## src/rtl/load_store_unit_if.sv

```systemverilog
// Request/response bundle between the ALU/control side, the load/store unit and the data memory.
interface load_store_unit_if #(parameter int CNT_W = 8);
    logic             mem_read;
    logic             mem_write;
    logic [1:0]       size;
    logic             sign_ext;
    logic [31:0]      addr;
    logic [31:0]      wdata;
    logic [31:0]      mem_RD;
    logic [31:0]      mem_A;
    logic [31:0]      mem_WD;
    logic             mem_WE;
    logic [31:0]      rdata;
    logic             stall;
    logic             misaligned;
    logic [CNT_W-1:0] fault_count;

    // Handshake: there is no valid/ready pair; a request is live for every cycle
    // mem_read or mem_write is high, and stall=1 means the same request must be held.
    modport slave (
        input  mem_read, mem_write, size, sign_ext, addr, wdata, mem_RD,
        output mem_A, mem_WD, mem_WE, rdata, stall, misaligned, fault_count
    );
    modport master (
        output mem_read, mem_write, size, sign_ext, addr, wdata, mem_RD,
        input  mem_A, mem_WD, mem_WE, rdata, stall, misaligned, fault_count
    );
endinterface

```

## src/rtl/load_store_unit.sv

```systemverilog
// Byte-addressed load/store front end for a 32-word data memory: lane extraction,
// sub-word read-modify-write stores, and misalignment detection/counting.
module load_store_unit #(
    parameter int ADDR_BITS = 5,
    parameter int CNT_W     = 8
) (
    input  logic            clk,
    input  logic            rst,
    load_store_unit_if.slave bus,
    output logic            dbg_state
);
    localparam int PAD = 32 - ADDR_BITS;

    typedef enum logic {IDLE = 1'b0, MERGE_WR = 1'b1} state_e;

    state_e               state_q, state_d;
    logic [31:0]          merge_q, merge_d;
    logic [ADDR_BITS-1:0] idx_q, idx_d;
    logic                 mis_q, mis_d;
    logic [CNT_W-1:0]     cnt_q, cnt_d;

    logic                 is_word, is_half, misalign;
    logic                 req_fault, do_word_st, do_sub_st, do_load;
    logic [ADDR_BITS-1:0] addr_idx;
    logic [31:0]          merged, load_val;
    logic [7:0]           ld_byte;
    logic [15:0]          ld_half;
    logic                 unused_addr_hi;

    assign addr_idx       = bus.addr[ADDR_BITS+1:2];
    assign unused_addr_hi = ^bus.addr[31:ADDR_BITS+2];
    assign is_word        = bus.size[1];
    assign is_half        = (bus.size == 2'b01);
    assign misalign       = is_word ? (bus.addr[1:0] != 2'b00) : (is_half & bus.addr[0]);
    assign req_fault      = (bus.mem_read | bus.mem_write) & misalign;
    // A simultaneous read+write is a store; the read side is dropped.
    assign do_word_st     = bus.mem_write & is_word & ~misalign;
    assign do_sub_st      = bus.mem_write & ~is_word & ~misalign;
    assign do_load        = bus.mem_read & ~bus.mem_write & ~misalign;

    always_comb begin
        merged = bus.mem_RD;
        if (is_half) begin
            if (bus.addr[1]) merged[31:16] = bus.wdata[15:0];
            else             merged[15:0]  = bus.wdata[15:0];
        end else begin
            case (bus.addr[1:0])
                2'd0:    merged[7:0]   = bus.wdata[7:0];
                2'd1:    merged[15:8]  = bus.wdata[7:0];
                2'd2:    merged[23:16] = bus.wdata[7:0];
                default: merged[31:24] = bus.wdata[7:0];
            endcase
        end
    end

    always_comb begin
        case (bus.addr[1:0])
            2'd0:    ld_byte = bus.mem_RD[7:0];
            2'd1:    ld_byte = bus.mem_RD[15:8];
            2'd2:    ld_byte = bus.mem_RD[23:16];
            default: ld_byte = bus.mem_RD[31:24];
        endcase
        ld_half = bus.addr[1] ? bus.mem_RD[31:16] : bus.mem_RD[15:0];
        if (is_word)      load_val = bus.mem_RD;
        else if (is_half) load_val = {{16{bus.sign_ext & ld_half[15]}}, ld_half};
        else              load_val = {{24{bus.sign_ext & ld_byte[7]}}, ld_byte};
    end

    always_ff @(posedge clk) begin
        if (rst) begin
            state_q <= IDLE;
            merge_q <= '0;
            idx_q   <= '0;
            mis_q   <= 1'b0;
            cnt_q   <= '0;
        end else begin
            state_q <= state_d;
            merge_q <= merge_d;
            idx_q   <= idx_d;
            mis_q   <= mis_d;
            cnt_q   <= cnt_d;
        end
    end

    always_comb begin
        state_d = state_q;
        merge_d = merge_q;
        idx_d   = idx_q;
        mis_d   = 1'b0;
        cnt_d   = cnt_q;
        case (state_q)
            IDLE: begin
                if (req_fault) begin
                    mis_d = 1'b1;
                    if (cnt_q != {CNT_W{1'b1}}) cnt_d = cnt_q + 1'b1;
                end else if (do_sub_st) begin
                    state_d = MERGE_WR;
                    merge_d = merged;
                    idx_d   = addr_idx;
                end
            end
            // The stalled instruction is still on the inputs here; it must not restart.
            default: state_d = IDLE;
        endcase
    end

    always_comb begin
        bus.mem_A  = {{PAD{1'b0}}, addr_idx};
        bus.mem_WD = '0;
        bus.mem_WE = 1'b0;
        bus.rdata  = '0;
        bus.stall  = 1'b0;
        if (state_q == MERGE_WR) begin
            bus.mem_A = {{PAD{1'b0}}, idx_q};
            if (!rst) begin
                bus.mem_WE = 1'b1;
                bus.mem_WD = merge_q;
            end
        end else begin
            if (!rst && do_word_st) begin
                bus.mem_WE = 1'b1;
                bus.mem_WD = bus.wdata;
            end
            if (!rst && do_sub_st) bus.stall = 1'b1;
            if (do_load) bus.rdata = load_val;
        end
    end

    assign bus.misaligned  = mis_q;
    assign bus.fault_count = cnt_q;
    assign dbg_state       = state_q;
endmodule

```

## src/flat_wrapper.sv

```systemverilog
// flat-port wrapper written by rule: the top's interface ports become plain ports
module load_store_unit_flat 
#(
    parameter int ADDR_BITS = 5,
    parameter int CNT_W     = 8
)
  (clk, rst, dbg_state, bus_mem_read, bus_mem_write, bus_size, bus_sign_ext, bus_addr, bus_wdata, bus_mem_RD, bus_mem_A, bus_mem_WD, bus_mem_WE, bus_rdata, bus_stall, bus_misaligned, bus_fault_count);
  load_store_unit_if #(.CNT_W(CNT_W)) bus_i ();
  input  logic clk;
  input  logic rst;
  output logic dbg_state;
  input wire logic [$bits(bus_i.mem_read)-1:0] bus_mem_read;
  input wire logic [$bits(bus_i.mem_write)-1:0] bus_mem_write;
  input wire logic [$bits(bus_i.size)-1:0] bus_size;
  input wire logic [$bits(bus_i.sign_ext)-1:0] bus_sign_ext;
  input wire logic [$bits(bus_i.addr)-1:0] bus_addr;
  input wire logic [$bits(bus_i.wdata)-1:0] bus_wdata;
  input wire logic [$bits(bus_i.mem_RD)-1:0] bus_mem_RD;
  output wire logic [$bits(bus_i.mem_A)-1:0] bus_mem_A;
  output wire logic [$bits(bus_i.mem_WD)-1:0] bus_mem_WD;
  output wire logic [$bits(bus_i.mem_WE)-1:0] bus_mem_WE;
  output wire logic [$bits(bus_i.rdata)-1:0] bus_rdata;
  output wire logic [$bits(bus_i.stall)-1:0] bus_stall;
  output wire logic [$bits(bus_i.misaligned)-1:0] bus_misaligned;
  output wire logic [$bits(bus_i.fault_count)-1:0] bus_fault_count;
  assign bus_i.mem_read = bus_mem_read;
  assign bus_i.mem_write = bus_mem_write;
  assign bus_i.size = bus_size;
  assign bus_i.sign_ext = bus_sign_ext;
  assign bus_i.addr = bus_addr;
  assign bus_i.wdata = bus_wdata;
  assign bus_i.mem_RD = bus_mem_RD;
  assign bus_mem_A = bus_i.mem_A;
  assign bus_mem_WD = bus_i.mem_WD;
  assign bus_mem_WE = bus_i.mem_WE;
  assign bus_rdata = bus_i.rdata;
  assign bus_stall = bus_i.stall;
  assign bus_misaligned = bus_i.misaligned;
  assign bus_fault_count = bus_i.fault_count;
  load_store_unit #(.ADDR_BITS(ADDR_BITS), .CNT_W(CNT_W)) u_core (.clk(clk), .rst(rst), .bus(bus_i), .dbg_state(dbg_state));
endmodule
```

## config.mk

```make
export PLATFORM = sky130hd
export DESIGN_NAME = load_store_unit_flat
export DESIGN_NICKNAME = d
export VERILOG_FILES = /design/src/rtl/load_store_unit_if.sv /design/src/rtl/load_store_unit.sv /design/src/flat_wrapper.sv
export SDC_FILE = /design/constraint.sdc
export NUM_CORES = 1
export LEC_CHECK = 0
export ABC_CLOCK_PERIOD_IN_PS = 6000
export CORE_AREA = 2 2 91 93
export DETAILED_ROUTE_END_ITERATION = 12
export DIE_AREA = 0 0 93 95
export DONT_BUFFER_PORTS = 1
export PLACE_DENSITY_LB_ADDON = 0.15
export SYNTH_ARGS = -nofsm -noshare
export SYNTH_HDL_FRONTEND = slang
export SYNTH_SLANG_ARGS = --single-unit
```

## constraint.sdc

```tcl
create_clock -name clk -period 6 [get_ports clk]
set_input_delay 1.2 -clock clk [delete_from_list [all_inputs] [get_ports clk]]
set_output_delay 1.2 -clock clk [all_outputs]
set_load 0.005 [all_outputs]
```

==> results.json, run 1 <==
{
  "status": "finished, final reports clean",
  "power.density_nw_per_um2": 190,
  "synth.cell_area_um2": 3420,
  "synth_xor_area_share_pct": 0,
  "grt_max_degree": 54,
  "core-area_um2": 7930,
  "peakVddDrop_v": 0.0000808,
  "yosysTopAreaCellShare_pct": 27.5,
  "yosys_warnings": 0,
  "synth_compound_area_share_pct": 30.0,
  "synth-edff-count": 0,
  "synth_largest_area_cell": "dfxtp_1",
  "num_vias": 3131,
  "yosys.area_share.simple_pct": 18.8,
  "cts_setup_buffers": 0,
  "die_x_um": 93,
  "rows": 33,
  "muxShareOfSynthArea_pct": 12.5,
  "nets": 490,
  "dp.cells": 484,
  "antenna_found_initial": 0,
  "avgViaCountPerCell": 6.38,
  "drt_first_pass_iters": 5,
  "finalHoldViolCount": 0,
  "initial_utilization_pct": 43.1,
  "cts_buffer_depth": 2,
  "rsz0062_at_grt": "false",
  "worst_pin_slew_ps": 1170,
  "fin_crit_ps": 4040,
  "overflow": 0,
  "synth_area_leaders": "dfxtp_1 (28%), a22o_1 (8.2%), buf_4 (5.9%)",
  "leakage_nw": 1.31,
  "cts_tree": "done",
  "crit_path_end_kind": "primary output",
  "ys.flop_type": "dfxtp_1",
  "slowest_delay_ps": 760,
  "startpoint_type": "input port",
  "worstPathRequired_ps": 4800,
  "drive_gt1_share_pct": 8.55,
  "cts_resized": 0,
  "path_clk_slew_ps": 90,
  "dpl.hpwl_um": 8290,
  "fp.dieH_um": 95,
  "async_flop_share_pct": 0,
  "cts_sinks": 47,
  "ctsHtreeMaxLevel": 2,
  "critPathKind": "input port to primary output",
  "synth-seq-cells": 47,
  "wl_um": 11300,
  "syn-instance-count": 414,
  "fmax_mhz": 248,
  "setup_viol": 0,
  "drc": 0,
  "wl_per_cell_um": 23.0,
  "final_area_um2": 3430,
  "synth_top_family_by_area": "compound AO/OA/AOI/OAI gates",
  "antenna_cells": 0,
  "grt_pass1_vias": 2863,
  "place_congestion": 0.921,
  "pin_count": 211,
  "seq_area_frac_synth_pct": 27.5,
  "place_area_um2": 3340,
  "ctsHoldBuffers": 0,
  "final_max_slew_viol_count": 0,
  "insertion_delay_ps": 300,
  "slew_headroom_pct": 21.8,
  "finalCritPeriodShare_pct": 67.3,
  "layout.cells.non_filler": 491,
  "tns_ps": 0,
  "crit_fanout": 23,
  "post-synth-top-count-cell": "dfxtp_1",
  "synthDistinctLibCells": 40,
  "area_growth_pct": 0.329,
  "grt_use_total_pct": 24.6,
  "whs_ps": 452,
  "io_buffers": 0,
  "arrival_ps": 2840,
  "syn_area_per_cell_um2": 8.26,
  "holdCritPathClass": "register to register",
  "ant_nets": 0,
  "fin_util_pct": 43.3,
  "cp_cell_sequence": "a211oi_1, nand3_1, a2111oi_0",
  "maxCapViolCount": 0,
  "clock_skew_ps": 6.94,
  "synth_fa_ha_area_share_pct": 0.366,
  "drtIter0Drc": 153,
  "slowest_stage": "a2111oi_0",
  "grt_pass1_wl_um": 16500,
  "synth_commonest_cells": "dfxtp_1 (47), nor2_1 (41), a22o_1 (32), clkbuf_1 (32), buf_4 (27)",
  "cts_buffers": 5,
  "clockRootBuffer": "clkbuf_8",
  "dieArea_um2": 8840
}
[stage by stage]
| step | worst slack [ps] | power, mW |
|---|---|---|
| 2_1_floorplan | 2390 | 0.463 |
| 3_3_place_gp | 2050 | 0.460 |
| 3_5_place_dp | 2030 | 0.461 |
| 4_1_cts | 2030 | 0.660 |
| 5_1_grt | 1860 | 0.689 |
| 6_report | 1960 | 0.654 |
[per-layer routing]
| metal | GRT usage [%] | up-vias | part of all wire, % |
|---|---|---|---|
| met4 | 7.72 | 0 | 2.7 |
| met2 | 39.8 | 197 | 47 |
| met5 | 0 | - | 0 |
| met1 | 31.7 | 1461 | 40 |
| li1 | - | 1451 | - |
| met3 | 7.34 | 22 | 10 |
[critical path, delay by kind of cell]
| family | cells | cell delay (ps) |
|---|---|---|
| simple gates | 1 | 600 |
| compound gates | 2 | 1030 |
[area by class of cell]
type	count	area [um^2]
inverter	4	15.0
sequential	47	941
multi-input combinational	324	2230
clock inverter	1	5.00
tap	105	131
clock buffer	6	82.6
timing repair buffer	4	30.0
fill	848	4500
[final timing paths]
| check | slack (ps) | end | depth (start not counted) | from |
|---|---|---|---|---|
| worst min-delay path | 450 | u_core.idx_q[0] | 2 | u_core.idx_q[0] |
| worst min register to register | 450 | u_core.idx_q[0] | 2 | u_core.idx_q[0] |
| worst max register to register | 3850 | u_core.bus.fault_count[5] | 3 | u_core.dbg_state |
| worst max-delay path | 1960 | bus_rdata[8] | 3 | bus_addr[0] |
[placed cells by master, fill, tap and decap left out, drive strengths merged, types with 8 or more instances in the layout]
cell type,Yosys,routed
dfxtp,47,47
nor2,41,41
a22o,32,32
conb,1,27
nand2,22,22
nor2b,20,20
nor3,19,19
a211oi,18,18
mux2i,18,18
a21o,16,16
a221oi,16,16
o21ai,16,16
a21oi,12,12
a2111oi,10,10
o22ai,9,9
mux4,8,8
nand3b,8,8
[sequential cells by signal, indices dropped and copies added (netlist names)]
| register | cells |
|---|---|
| u_core.bus.misaligned | 1 |
| u_core.idx_q | 5 |
| u_core.merge_q | 32 |
| u_core.dbg_state | 1 |
| u_core.bus.fault_count | 8 |
[report_power, final]
| group | internal [mW] | total (mW) | switching [mW] |
|---|---|---|---|
| clock network | 0.0907 | 0.199 | 0.108 |
| registers | 0.329 | 0.341 | 0.0114 |
| logic | 0.0512 | 0.114 | 0.0628 |
| total | 0.471 | 0.654 | 0.182 |
[cell families after synthesis]
| group | count (synthesis) |
|---|---|
| mux | 32 |
| compound gates | 134 |
| fa+ha+maj | 1 |
| other cells | 1 |
| simple gates | 130 |
| buf+inv | 69 |
| flops | 47 |
Power figures use the tool's default switching activity.
==> run 2: changes to the inputs <==
--- a/config.mk
+++ b/config.mk
@@ -5,7 +5,7 @@
 export SDC_FILE = /design/constraint.sdc
 export NUM_CORES = 1
 export LEC_CHECK = 0
-export ABC_CLOCK_PERIOD_IN_PS = 6000
+export ABC_CLOCK_PERIOD_IN_PS = 3800
 export CORE_AREA = 2 2 91 93
 export DETAILED_ROUTE_END_ITERATION = 12
 export DIE_AREA = 0 0 93 95
==> constraint.sdc (replaced) <==
create_clock -name clk -period 3.8 [get_ports clk]
set_input_delay 0.76 -clock clk [delete_from_list [all_inputs] [get_ports clk]]
set_output_delay 0.76 -clock clk [all_outputs]
set_load 0.005 [all_outputs]
==> run 2 against run 1 <==
Against the previous run: core utilization up 0.44 points; sequential share of layout area down 0.28 points; combinational power up 60%; cell count up 1.2%; worst hold slack better by 2.2 ps; sequential power up 57%; register-to-register slack worse by 2200 ps.
==> results.json, run 2 (same netlist as run 1, synthesis figures left out) <==
{
  "slowest_delay_ps": 730,
  "core-area_um2": 7930,
  "clock_skew_ps": 5.36,
  "fill_cells": 849,
  "critPathKind": "register to primary output",
  "most-common-layout-cells": "dfxtp_1 (47), nor2_1 (41), a22o_1 (32), conb_1 (27), nand2_1 (22)",
  "critPathBufInv": 0,
  "num_vias": 3163,
  "layout_commonest_cell": "dfxtp_1",
  "rows": 33,
  "grt_pass1_vias": 2848,
  "cts_tree": "done",
  "rr_endpoint": "u_core.bus.fault_count[5]",
  "pin_count": 211,
  "fmax_mhz": 316,
  "cts_setup_buffers": 0,
  "startpoint_type": "register",
  "largest_register_ffs": 32,
  "io_buffers": 0,
  "ctsHoldBuffers": 0,
  "holdCritPathClass": "register to register",
  "setup_viol": 0,
  "cpLargestDelayFamily": "compound AO/OA/AOI/OAI gates",
  "fin_crit_ps": 3170,
  "finalCritPeriodShare_pct": 83.3,
  "hold_path_depth": 2,
  "status": "finished, final reports clean",
  "drive_gt1_share_pct": 9.69,
  "cp_cell_sequence": "a211oi_1, nand3_1, a2111oi_0",
  "drtIter0Drc": 215,
  "cts_buffers": 5,
  "grt_pass1_wl_um": 16300,
  "area_growth_pct": 1.35,
  "cts_sinks": 47,
  "hold_start": "u_core.idx_q[3]",
  "place_congestion": 0.943,
  "antenna_found_initial": 0,
  "cts_buffer_depth": 2,
  "nets": 495,
  "initial_utilization_pct": 43.1,
  "antenna_cells": 0,
  "grt_use_total_pct": 24.3,
  "dieArea_um2": 8840,
  "drc": 0,
  "final_max_slew_viol_count": 0,
  "slew_headroom_pct": 37.8,
  "wl_um": 11300,
  "worstPathRequired_ps": 3040,
  "leakage_nw": 1.33,
  "arrival_ps": 2410,
  "wl_per_cell_um": 22.7,
  "crit_path_end_kind": "primary output",
  "slowest_stage": "a2111oi_0",
  "insertion_delay_ps": 310,
  "grt_max_degree": 53,
  "fp.dieH_um": 95,
  "avgViaCountPerCell": 6.36,
  "dpl.hpwl_um": 8350,
  "drt_first_pass_iters": 6,
  "whs_ps": 454,
  "totalPowerFinal_mw": 1.03,
  "top_register": "u_core.merge_q",
  "reg2reg_depth": 3,
  "finalHoldViolCount": 0,
  "whs_endpoint": "u_core.idx_q[3]",
  "overflow": 0,
  "maxCapViolCount": 0,
  "crit_fanout": 16,
  "worst_pin_slew_ps": 933,
  "die_x_um": 93,
  "reg2reg_setup_slack_ps": 1650,
  "power.density_nw_per_um2": 297,
  "rr_startpoint": "u_core.dbg_state",
  "peakVddDrop_v": 0.000132,
  "rsz0062_at_grt": "false",
  "tns_ps": 0,
  "clockRootBuffer": "clkbuf_8",
  "ant_nets": 0,
  "ctsHtreeMaxLevel": 2,
  "path_clk_slew_ps": 90,
  "cts_resized": 0
}
[run 2: final cells by class]
cell class | instances | area [um^2] | share of cell area (%)
multi-input cells | 324 | 2230 | 64.2
flip-flops and latches | 47 | 941 | 27.1
well taps | 105 | 131 | 3.79
clock buffers | 6 | 72.6 | 2.09
repair buffers | 9 | 67.6 | 1.95
inverters | 4 | 15.0 | 0.433
clock inverters | 2 | 12.5 | 0.361
[run 2: routing by layer]
layer  vias to the layer above  part of all wire (%)  wire, um  track usage [%]
met3                        11                    11      1240             8.78
met2                       191                    48      5450             40.1
met4                         0                   1.5       165             5.64
li1                       1462                     -         -                -
met5                         -                     0         0                0
met1                      1499                    39      4440             30.5
[run 2: worst max path at each step]
| stage | start | endpoint | slack [ps] | cells past startpoint |
|---|---|---|---|---|
| after floorplan | bus_addr[1] | bus_rdata[11] | 1070 | 4 |
| after global placement | bus_addr[0] | bus_rdata[10] | 750 | 3 |
| after detailed placement | bus_addr[0] | bus_rdata[12] | 720 | 3 |
| after CTS | u_core.dbg_state | bus_rdata[12] | 640 | 3 |
| after global routing | u_core.dbg_state | bus_rdata[11] | 420 | 3 |
| final | u_core.dbg_state | bus_rdata[12] | 630 | 3 |
[run 2: worst register-to-register path, stage by stage, from the launching register on]
cell and delay, ps:
dfxtp_1 460, or4_1 820, nor4_1 410, mux2_2 370
[run 2: power by group]
part | switching [mW] | internal, mW | leakage, nW
sequential | 0.0176 | 0.520 | 0.385
clock | 0.182 | 0.129 | 0.0412
combinational | 0.0991 | 0.0829 | 0.905
[run 2: metrics by stage]
step	util [%]	std cells	setup WS, ps	area, um^2
floorplan	-	440	1070	3520
global placement	42.6	489	747	3380
detailed placement	42.6	489	722	3380
CTS	43.7	497	641	3470
global route	43.7	497	424	3470
finish	43.7	497	635	3470
==> run 3: changes to the inputs <==
--- a/config.mk
+++ b/config.mk
@@ -5,7 +5,7 @@
 export SDC_FILE = /design/constraint.sdc
 export NUM_CORES = 1
 export LEC_CHECK = 0
-export ABC_CLOCK_PERIOD_IN_PS = 3800
+export ABC_CLOCK_PERIOD_IN_PS = 3200
 export CORE_AREA = 2 2 91 93
 export DETAILED_ROUTE_END_ITERATION = 12
 export DIE_AREA = 0 0 93 95
==> constraint.sdc (replaced) <==
create_clock -name clk -period 3.2 [get_ports clk]
set_input_delay 0.64 -clock clk [delete_from_list [all_inputs] [get_ports clk]]
set_output_delay 0.64 -clock clk [all_outputs]
set_load 0.005 [all_outputs]
==> run 3 against run 2 <==
Against the previous run: largest power group unchanged; design area is 2.3% higher; sequential share of layout area fell by 0.62 points; via count increased by 2.8%; sequential power grew 19%; power increased by 18%; die area did not move; largest cell class unchanged.
==> results.json, run 3 (same netlist as run 1, synthesis figures left out) <==
{
  "dieArea_um2": 8840,
  "crit_path_end_kind": "primary output",
  "num_vias": 3251,
  "initial_utilization_pct": 43.1,
  "startpoint_type": "input port",
  "tns_ps": 0,
  "path_clk_slew_ps": 80,
  "startpoint": "bus_addr[0]",
  "worstPathRequired_ps": 2560,
  "overflow": 0,
  "crit_cells": 5,
  "ctsHtreeMaxLevel": 2,
  "endpoint": "bus_rdata[14]",
  "grt_max_degree": 53,
  "critPathMostFrequentCell": "buf_4",
  "status": "finished, final reports clean",
  "power.density_nw_per_um2": 343,
  "clockRootBuffer": "clkbuf_8",
  "dpl.hpwl_um": 8510,
  "fp.dieH_um": 95,
  "pin_count": 211,
  "cp_cell_sequence": "a211oi_1, nand3_1, buf_4, a2111oi_0, buf_4",
  "grt_use_total_pct": 24.7,
  "cts_resized": 0,
  "core-area_um2": 7930,
  "finalHoldViolCount": 0,
  "clock_skew_ps": 3.81,
  "grt_pass1_wl_um": 16800,
  "wl_um": 11500,
  "slew_headroom_pct": 55.3,
  "drc": 0,
  "holdCritPathClass": "input port to register",
  "slowest_delay_ps": 460,
  "cts_sinks": 47,
  "totalPowerFinal_mw": 1.22,
  "rows": 33,
  "worst_pin_slew_ps": 666,
  "nets": 503,
  "drt_first_pass_iters": 5,
  "insertion_delay_ps": 300,
  "drtIter0Drc": 285,
  "crit_fanout": 23,
  "arrival_ps": 2200,
  "top_register": "u_core.merge_q",
  "antenna_cells": 0,
  "cpLargestDelayFamily": "compound AO/OA/AOI/OAI gates",
  "critPathBufInv": 2,
  "area_growth_pct": 3.73,
  "avgViaCountPerCell": 6.44,
  "slowest_stage": "a2111oi_0",
  "antenna_found_initial": 0,
  "ant_nets": 0,
  "peakVddDrop_v": 0.000163,
  "maxCapViolCount": 0,
  "cts_setup_buffers": 0,
  "layout_commonest_cell": "dfxtp_1",
  "final_max_slew_viol_count": 0,
  "drive_gt1_share_pct": 11.3,
  "dp.cells": 497,
  "reg2reg_setup_slack_ps": 1030,
  "rr_startpoint": "u_core.dbg_state",
  "grt_pass1_vias": 3038,
  "fmax_mhz": 352,
  "io_buffers": 0,
  "cts_tree": "done",
  "cts_buffer_depth": 2,
  "rsz0062_at_grt": "false",
  "leakage_nw": 1.38,
  "fin_crit_ps": 2840,
  "most-common-layout-cells": "dfxtp_1 (47), nor2_1 (41), a22o_1 (32), conb_1 (27), nand2_1 (22)",
  "critPathKind": "input port to primary output",
  "hold_start": "rst",
  "rr_endpoint": "u_core.bus.fault_count[5]",
  "layout.cells.non_filler": 505,
  "ctsHoldBuffers": 0,
  "largest_register_ffs": 32,
  "reg2reg_depth": 4,
  "die_x_um": 93,
  "wl_per_cell_um": 22.8,
  "finalCritPeriodShare_pct": 88.8,
  "setup_viol": 0,
  "place_congestion": 0.875,
  "cts_buffers": 5
}
==> run 3: cell count changes in the layout (fill, tap and decap cells not counted) <==
cell        change
clkbuf_1        +1
buf_4           +6
clkinvlp_4      -1
buf_12          +2
==> run 3: through the flow <==
step | setup WS (ps) | hold WS, ps | cell area (um^2) | util [%]
2_1_floorplan | 714 | 433 | 3520 | -
3_3_place_gp | 462 | 436 | 3470 | 43.7
3_5_place_dp | 399 | 444 | 3470 | 43.7
4_1_cts | 399 | 391 | 3550 | 44.7
5_1_grt | 211 | 383 | 3550 | 44.7
6_report | 357 | 400 | 3550 | 44.7
==> run 3: worst min path at each step <==
stage | endpoint | cells after the start
floorplan | u_core.idx_q[0] | 2
global placement | u_core.idx_q[4] | 2
detailed placement | u_core.idx_q[1] | 2
CTS | u_core.bus.fault_count[4] | 1
global route | u_core.bus.fault_count[6] | 1
finish | u_core.bus.fault_count[4] | 1
==> run 3: layout make-up <==
cell class                      count  area (um^2)
Clock buffer                        7         76.3
Fill cell                         841         4380
Tap cell                          105          131
Multi-Input combinational cell    324         2230
Inverter                            4         15.0
Timing Repair Buffer               17          153
Sequential cell                    47          941
Clock inverter                      1         5.00
==> run 3: report_power, final <==
group	switching [mW]	internal (mW)	total, mW
clock	0.201	0.154	0.354
sequential	0.0201	0.617	0.637
combinational	0.121	0.105	0.226
total	0.342	0.876	1.22
==> run 3: routing by layer <==
layer  vias to the layer above  GRT usage (%)  share of wire [%]
li1                       1481              -                  -
met1                      1524           31.3                 40
met2                       214           42.0                 48
met3                        32           6.30                9.7
met4                         0           6.13                2.6
met5                         -              0                  0
==> run 3: worst register-to-register path: stages (launching register included) <==
cell	delay, ps
dfxtp_1	320
buf_4	170
or4_1	790
nor4_1	420
mux2_2	370
